<file path="src/rtl/receive_slot_scheduler_if.sv">
// ---------------------------------------------------------------------------
// receive_slot_scheduler_if
// Bundles the parser/fabric control pulses and the scheduler status outputs.
//   master : parser + fabric side (drives enable, frame_start, good_packet,
//            bad_packet, slot_release; observes scheduler status)
//   slave  : the scheduler (consumes the pulses, drives recieve_slot_enable,
//            slot_full, full_slot_count, receiving, dropped_frame_count)
// ---------------------------------------------------------------------------
interface receive_slot_scheduler_if #(
   parameter int RECEIVE_QUE_SLOTS = 4,
   parameter int DROP_COUNT_WIDTH  = 16
) ();
   localparam int CW = $clog2(RECEIVE_QUE_SLOTS + 1);

   logic                          enable;
   logic                          frame_start;
   logic [RECEIVE_QUE_SLOTS-1:0]  good_packet;
   logic [RECEIVE_QUE_SLOTS-1:0]  bad_packet;
   logic [RECEIVE_QUE_SLOTS-1:0]  slot_release;
   logic [RECEIVE_QUE_SLOTS-1:0]  recieve_slot_enable;
   logic [RECEIVE_QUE_SLOTS-1:0]  slot_full;
   logic [CW-1:0]                 full_slot_count;
   logic                          receiving;
   logic [DROP_COUNT_WIDTH-1:0]   dropped_frame_count;

   modport master (
      output enable, frame_start, good_packet, bad_packet, slot_release,
      input  recieve_slot_enable, slot_full, full_slot_count, receiving, dropped_frame_count
   );

   modport slave (
      input  enable, frame_start, good_packet, bad_packet, slot_release,
      output recieve_slot_enable, slot_full, full_slot_count, receiving, dropped_frame_count
   );
endinterface

</file>
<file path="src/rtl/receive_slot_scheduler.sv">
// ---------------------------------------------------------------------------
// receive_slot_scheduler
// Chooses which receive queue slot the parser writes the next frame into,
// tracks which slots hold good frames waiting for the fabric, and counts
// frames that arrived while no slot was armed.
//   clock   : block clock, rising edge
//   reset_n : asynchronous active-low reset
//   bus     : receive_slot_scheduler_if.slave (pulses in, status out)
// All outputs are registered.
// ---------------------------------------------------------------------------
module receive_slot_scheduler #(
   parameter int RECEIVE_QUE_SLOTS = 4,
   parameter int DROP_COUNT_WIDTH  = 16
) (
   input  logic                     clock,
   input  logic                     reset_n,
   receive_slot_scheduler_if.slave  bus
);
   localparam int N  = RECEIVE_QUE_SLOTS;
   localparam int PW = (N > 1) ? $clog2(N) : 1;
   localparam int CW = $clog2(N + 1);

   typedef enum logic [1:0] {
      ST_DISABLED  = 2'd0,
      ST_WAIT_SLOT = 2'd1,
      ST_ARMED     = 2'd2,
      ST_RECEIVING = 2'd3
   } state_t;

   state_t                      state_r, state_nxt_s;
   logic [PW-1:0]               ptr_r, ptr_nxt_s;
   logic [N-1:0]                slot_full_r, slot_full_nxt_s;
   logic [N-1:0]                slot_en_r, slot_en_nxt_s;
   logic [CW-1:0]               full_cnt_r;
   logic                        receiving_r;
   logic [DROP_COUNT_WIDTH-1:0] drop_cnt_r, drop_cnt_nxt_s;

   logic                        live_s, good_hit_s, bad_hit_s, found_s;
   logic [PW-1:0]               found_idx_s, search_base_s;

   function automatic logic [CW-1:0] popcount(input logic [N-1:0] v);
      logic [CW-1:0] c;
      c = {CW{1'b0}};
      for (int i = 0; i < N; i++) begin
         c = c + CW'(v[i]);
      end
      return c;
   endfunction

   function automatic logic [PW-1:0] wrap_idx(input logic [PW-1:0] base, input int offset);
      return PW'((int'(base) + offset) % N);
   endfunction

   // Only the armed slot's completion pulses matter; good+bad together counts as bad.
   assign live_s     = (state_r == ST_ARMED) || (state_r == ST_RECEIVING);
   assign bad_hit_s  = live_s && bus.bad_packet[ptr_r];
   assign good_hit_s = live_s && bus.good_packet[ptr_r] && !bus.bad_packet[ptr_r];

   // Leaving DISABLED re-checks the current slot first; every other search starts one past it.
   assign search_base_s = (state_r == ST_DISABLED) ? ptr_r : wrap_idx(ptr_r, 1);

   // Slot occupancy after this cycle: releases clear, a good completion of the armed slot sets.
   always_comb begin
      slot_full_nxt_s = slot_full_r & ~bus.slot_release;
      for (int i = 0; i < N; i++) begin
         slot_full_nxt_s[i] = slot_full_nxt_s[i] | (good_hit_s && (ptr_r == PW'(i)));
      end
   end

   // Round-robin scan for the first empty slot, seeing this cycle's releases and fills.
   always_comb begin
      logic          hit_v;
      logic [PW-1:0] idx_v;
      found_s     = 1'b0;
      found_idx_s = ptr_r;
      hit_v       = 1'b0;
      idx_v       = ptr_r;
      for (int i = 0; i < N; i++) begin
         idx_v       = wrap_idx(search_base_s, i);
         hit_v       = !found_s && !slot_full_nxt_s[idx_v];
         found_idx_s = hit_v ? idx_v : found_idx_s;
         found_s     = found_s | hit_v;
      end
   end

   // Next state and next armed pointer.
   always_comb begin
      state_nxt_s = state_r;
      ptr_nxt_s   = ptr_r;
      case (state_r)
         ST_DISABLED: begin
            if (bus.enable) begin
               state_nxt_s = found_s ? ST_ARMED : ST_WAIT_SLOT;
               ptr_nxt_s   = found_s ? found_idx_s : ptr_r;
            end else begin
               state_nxt_s = ST_DISABLED;
            end
         end
         ST_WAIT_SLOT: begin
            if (!bus.enable) begin
               state_nxt_s = ST_DISABLED;
            end else if (found_s) begin
               state_nxt_s = ST_ARMED;
               ptr_nxt_s   = found_idx_s;
            end else begin
               state_nxt_s = ST_WAIT_SLOT;
            end
         end
         ST_ARMED, ST_RECEIVING: begin
            if (bad_hit_s) begin
               // Aborted frame: the same slot is reused.
               state_nxt_s = bus.enable ? ST_ARMED : ST_DISABLED;
            end else if (good_hit_s) begin
               // Pointer moves even when disabling so the next enable resumes there.
               ptr_nxt_s   = found_s ? found_idx_s : ptr_r;
               state_nxt_s = !bus.enable ? ST_DISABLED : (found_s ? ST_ARMED : ST_WAIT_SLOT);
            end else if (state_r == ST_RECEIVING) begin
               state_nxt_s = ST_RECEIVING;
            end else if (bus.frame_start) begin
               state_nxt_s = ST_RECEIVING;
            end else if (!bus.enable) begin
               state_nxt_s = ST_DISABLED;
            end else begin
               state_nxt_s = ST_ARMED;
            end
         end
         default: begin
            state_nxt_s = ST_DISABLED;
            ptr_nxt_s   = {PW{1'b0}};
         end
      endcase
   end

   // One-hot slot enable for the next cycle, zero unless a slot will be armed.
   always_comb begin
      slot_en_nxt_s = {N{1'b0}};
      for (int i = 0; i < N; i++) begin
         slot_en_nxt_s[i] = ((state_nxt_s == ST_ARMED) || (state_nxt_s == ST_RECEIVING))
                            && (ptr_nxt_s == PW'(i));
      end
   end

   // Dropped-frame counter: frames that start with no slot armed, saturating.
   always_comb begin
      if (bus.frame_start && ((state_r == ST_DISABLED) || (state_r == ST_WAIT_SLOT))
          && !(&drop_cnt_r)) begin
         drop_cnt_nxt_s = drop_cnt_r + DROP_COUNT_WIDTH'(1'b1);
      end else begin
         drop_cnt_nxt_s = drop_cnt_r;
      end
   end

   // State, slot flags and every output update together on the clock.
   always_ff @(posedge clock or negedge reset_n) begin
      if (!reset_n) begin
         state_r     <= ST_DISABLED;
         ptr_r       <= {PW{1'b0}};
         slot_full_r <= {N{1'b0}};
         slot_en_r   <= {N{1'b0}};
         full_cnt_r  <= {CW{1'b0}};
         receiving_r <= 1'b0;
         drop_cnt_r  <= {DROP_COUNT_WIDTH{1'b0}};
      end else begin
         state_r     <= state_nxt_s;
         ptr_r       <= ptr_nxt_s;
         slot_full_r <= slot_full_nxt_s;
         slot_en_r   <= slot_en_nxt_s;
         full_cnt_r  <= popcount(slot_full_nxt_s);
         receiving_r <= (state_nxt_s == ST_RECEIVING);
         drop_cnt_r  <= drop_cnt_nxt_s;
      end
   end

   assign bus.recieve_slot_enable = slot_en_r;
   assign bus.slot_full           = slot_full_r;
   assign bus.full_slot_count     = full_cnt_r;
   assign bus.receiving           = receiving_r;
   assign bus.dropped_frame_count = drop_cnt_r;
endmodule

</file>
<file path="src/flat_wrapper.sv">
// flat-port wrapper written by rule: the top's interface ports become plain ports
module receive_slot_scheduler_flat 
#(
   parameter int RECEIVE_QUE_SLOTS = 4,
   parameter int DROP_COUNT_WIDTH  = 16
)
  (clock, reset_n, bus_enable, bus_frame_start, bus_good_packet, bus_bad_packet, bus_slot_release, bus_recieve_slot_enable, bus_slot_full, bus_full_slot_count, bus_receiving, bus_dropped_frame_count);
  receive_slot_scheduler_if #(.RECEIVE_QUE_SLOTS(RECEIVE_QUE_SLOTS), .DROP_COUNT_WIDTH(DROP_COUNT_WIDTH)) bus_i ();
  input  logic clock;
  input  logic reset_n;
  input wire logic [$bits(bus_i.enable)-1:0] bus_enable;
  input wire logic [$bits(bus_i.frame_start)-1:0] bus_frame_start;
  input wire logic [$bits(bus_i.good_packet)-1:0] bus_good_packet;
  input wire logic [$bits(bus_i.bad_packet)-1:0] bus_bad_packet;
  input wire logic [$bits(bus_i.slot_release)-1:0] bus_slot_release;
  output wire logic [$bits(bus_i.recieve_slot_enable)-1:0] bus_recieve_slot_enable;
  output wire logic [$bits(bus_i.slot_full)-1:0] bus_slot_full;
  output wire logic [$bits(bus_i.full_slot_count)-1:0] bus_full_slot_count;
  output wire logic [$bits(bus_i.receiving)-1:0] bus_receiving;
  output wire logic [$bits(bus_i.dropped_frame_count)-1:0] bus_dropped_frame_count;
  assign bus_i.enable = bus_enable;
  assign bus_i.frame_start = bus_frame_start;
  assign bus_i.good_packet = bus_good_packet;
  assign bus_i.bad_packet = bus_bad_packet;
  assign bus_i.slot_release = bus_slot_release;
  assign bus_recieve_slot_enable = bus_i.recieve_slot_enable;
  assign bus_slot_full = bus_i.slot_full;
  assign bus_full_slot_count = bus_i.full_slot_count;
  assign bus_receiving = bus_i.receiving;
  assign bus_dropped_frame_count = bus_i.dropped_frame_count;
  receive_slot_scheduler #(.RECEIVE_QUE_SLOTS(RECEIVE_QUE_SLOTS), .DROP_COUNT_WIDTH(DROP_COUNT_WIDTH)) u_core (.clock(clock), .reset_n(reset_n), .bus(bus_i));
endmodule
</file>
<file path="config.mk">
export PLATFORM = sky130hd
export DESIGN_NAME = receive_slot_scheduler_flat
export DESIGN_NICKNAME = d
export VERILOG_FILES = /design/src/rtl/receive_slot_scheduler_if.sv /design/src/rtl/receive_slot_scheduler.sv /design/src/flat_wrapper.sv
export SDC_FILE = /design/constraint.sdc
export NUM_CORES = 1
export LEC_CHECK = 0
export CAP_MARGIN = 20
export CORE_MARGIN = 2
export CORE_UTILIZATION = 55
export CTS_BUF_LIST = sky130_fd_sc_hd__clkbuf_4 sky130_fd_sc_hd__clkbuf_8
export CTS_CLUSTER_DIAMETER = 30
export DETAILED_ROUTE_END_ITERATION = 12
export PLACE_DENSITY = 0.88
export RECOVER_POWER = 25
export SLEW_MARGIN = 15
export SYNTH_ARGS = -nofsm -noshare
export SYNTH_HDL_FRONTEND = slang
export SYNTH_SLANG_ARGS = --single-unit
</file>
<file path="constraint.sdc">
create_clock -name clock -period 4.8 [get_ports clock]
set_clock_uncertainty 0.15 [all_clocks]
set_input_delay 0.96 -clock clock [delete_from_list [all_inputs] [get_ports clock]]
set_output_delay 0.96 -clock clock [all_outputs]
set_load 0.03 [all_outputs]
</file>
==> results.py <==
metrics = {
    "outcome": {
        "outcome": "finished, violations left",
        "violations": "capacitance limit, slew limit",
    },
    "flow_run": {
        "cap_viol_max_count": 1,
    },
    "clock_network": {
        "h-tree-depth": 2,
        "cts_root_buf": "clkbuf_4",
        "clock_latency_ns": 0.32,
        "clock-sinks": 32,
        "postCtsHoldBufs": 0,
        "cts_made_buffers": 5,
        "cts.repair.resized": 0,
        "cts_tree": "built",
        "clk_path_buf_depth": 2,
        "clk_pin_slew_ns": 0.09,
        "post-cts-setup-buffers": 0,
    },
    "global_routing": {
        "gr-usage-all-layers_pct": 24.9,
        "first_global_vias": 1590,
        "grt_first_pass_wirelength_um": 6820,
        "grt_max_degree": 33,
        "grt_overflow_total": 0,
        "antenna_found_initial": 0,
    },
    "drt": {
        "avgViaCountPerCell": 5.92,
        "drc": 0,
        "postRouteAntennaNets": 0,
        "drt_iter0_markers": 124,
        "routedWlPerCell_um": 16.0,
        "drt-total-wl_um": 4320,
        "vias": 1605,
        "first_pass_iters": 4,
    },
    "timing": {
        "finalCritPeriodShare_pct": 72.0,
        "min_period_ns": 3.45,
        "finalSetupTns_ns": 0,
        "finalSetupViolCount": 0,
        "worst_pin_slew_ns": 1.63,
        "slew_headroom_pct": -8.57,
        "hold_violations": 0,
        "clock.fmax_mhz": 289,
        "grt_setup_unrepaired": "no",
        "slew_violations": 33,
    },
    "worst_hold_path": {
        "hold_path.class": "reg2reg",
    },
    "floorplan": {
        "die-area_mm2": 0.00375,
        "ios": 44,
        "die_y_um": 61.2,
        "core_mm2": 0.00308,
        "die_x_um": 61.2,
        "initial_utilization_pct": 58.5,
        "rows": 20,
    },
    "yosys": {
        "yosys.area.top_type_share_pct": 44.5,
        "ys_seq_area_share_pct": 44.5,
        "synth_cell_types": 41,
        "synthTopCellsByArea": "dfrtp_1 (44%), xnor2_1 (6.3%), ha_1 (5.6%), nand2_1 (3.1%), nand4_1 (3.1%)",
        "yosysWarnings": 0,
        "syn_nets": 203,
        "netlist_area_mm2": 0.00180,
        "synth_top_area_cell": "dfrtp_1",
        "yosys_register_bits": 32,
        "ys.flop_type": "dfrtp_1",
        "syn_inst": 179,
        "synth-edff-count": 0,
        "synth_most_common_cell": "dfrtp_1",
        "synth_common_cells": "dfrtp_1 (32), nand2_1 (15), xnor2_1 (13)",
        "syn_area_per_cell_um2": 10.1,
        "async_reset_ff_share_pct": 100,
    },
    "placement": {
        "hpwl_um": 3240,
        "numPortBuffers": 43,
        "gp_congestion": 0.951,
    },
    "cells_and_area": {
        "drive_gt1_share_pct": 6.17,
        "layout.nets": 250,
        "n_antenna_cell": 0,
        "syn2layout_area_growth_pct": 29.4,
    },
    "power_and_ir_drop": {
        "fin_total_pwr_mw": 1.28,
        "power.density_mw_per_mm2": 549,
        "p_leak_nw": 1.09,
        "vdd_drop_max_mv": 0.361,
    },
    "worst_setup_path": {
        "cp.arrival_ns": 3.52,
        "critPathMaxFanout": 5,
        "critical_path_class": "in2reg",
        "worstPathRequired_ns": 4.86,
        "end_kind": "register",
        "critPathLaunchType": "input port",
        "r2r_slack_ns": 1.47,
    },
}
## metrics by stage
step | hold slack [ns] | setup slack (ns) | instance area (um^2) | util, % | std cells
6_report | 0.356 | 1.35 | 2330 | 75.7 | 271
5_1_grt | 0.376 | 1.30 | 2330 | 75.7 | 271
2_1_floorplan | 0.477 | 1.65 | 1800 | - | 179
4_1_cts | 0.358 | 1.39 | 2330 | 75.8 | 271
3_5_place_dp | 0.346 | 1.05 | 2270 | 73.7 | 263
3_3_place_gp | 0.324 | 1.13 | 2270 | 73.7 | 263
## cell type report
type	count	area, um^2
Multi-Input combinational cell	137	951
Clock buffer	8	66.3
Sequential cell	32	801
Inverter	6	22.5
Timing Repair Buffer	44	434
Tap cell	44	55.1
Fill cell	222	748
## worst paths after layout
kind / start / to / depth (start not counted)
min reg2reg: u_core.bus.dropped_frame_count[9] / u_core.bus.dropped_frame_count[9] / 1
max in group asynchronous: reset_n / u_core.ptr_r[1] / 2
min: u_core.bus.dropped_frame_count[9] / u_core.bus.dropped_frame_count[9] / 1
min in group asynchronous: reset_n / u_core.bus.dropped_frame_count[6] / 2
max reg2reg: u_core.ptr_r[0] / u_core.bus.recieve_slot_enable[3] / 10
max: bus_good_packet[2] / u_core.bus.recieve_slot_enable[3] / 9
## logic make-up (layout without fill, tap and decap cells)
kind of cell               count (synthesis)  count (layout)  synth area share, %
muxes                                      6               6                 3.75
and+or+nand+nor                           70              70                 20.7
xor gates and xnor gates                  19              19                 9.24
AOI/OAI and AO/OA                         34              34                 13.6
DFF                                       32              32                 44.5
adders and majority gates                  8               8                 5.56
buffers and inverters                     10              58                 2.71
## worst max-delay path: stages
cell and delay, ns:
clkdlybuf4s50_1 0.40, mux2_2 0.31, and3_1 0.23, o21a_1 0.20, o311ai_0 0.45, nand2_1 0.09
or4_1 0.51, o211a_2 0.17, and3_1 0.19
## cell usage in the layout (no fill, tap or decap), drive strengths merged, types with 6 or more instances in the layout
| cell type | synthesis | layout |
|---|---|---|
| inv | 6 | 6 |
| a21oi | 8 | 8 |
| ha | 8 | 8 |
| nor2 | 10 | 10 |
| xnor2 | 13 | 13 |
| clkbuf | 0 | 9 |
| clkdlybuf4s50 | 0 | 42 |
| nand3 | 9 | 9 |
| nand2 | 15 | 15 |
| xor2 | 6 | 6 |
| dfrtp | 32 | 32 |
| nand4 | 9 | 9 |
| and3 | 8 | 8 |
## report_power, final
part / switching, mW / total, mW / internal [mW]
Combinational: 0.404 / 0.700 / 0.295
Clock: 0.0838 / 0.167 / 0.0836
Sequential: 0.0805 / 0.413 / 0.332
Total: 0.569 / 1.28 / 0.711
## sequential cells by signal, summed over array words and instances, names as in the netlist
name / flops
u_core.bus.dropped_frame_count: 16
u_core.bus.recieve_slot_enable: 4
u_core.bus.slot_full: 4
u_core.bus.full_slot_count: 3
u_core.ptr_r: 2
u_core.state_r: 2
u_core.bus.receiving: 1
## metal layers
layer / vias to the layer above / GRT usage, % / routed length [um]
li1: 738 / - / -
met1: 769 / 31.2 / 1800
met2: 86 / 40.7 / 2130
met3: 12 / 6.93 / 317
met4: 0 / 10.2 / 82
met5: - / 0 / 0
No activity file was read; power rests on OpenSTA's default activity.
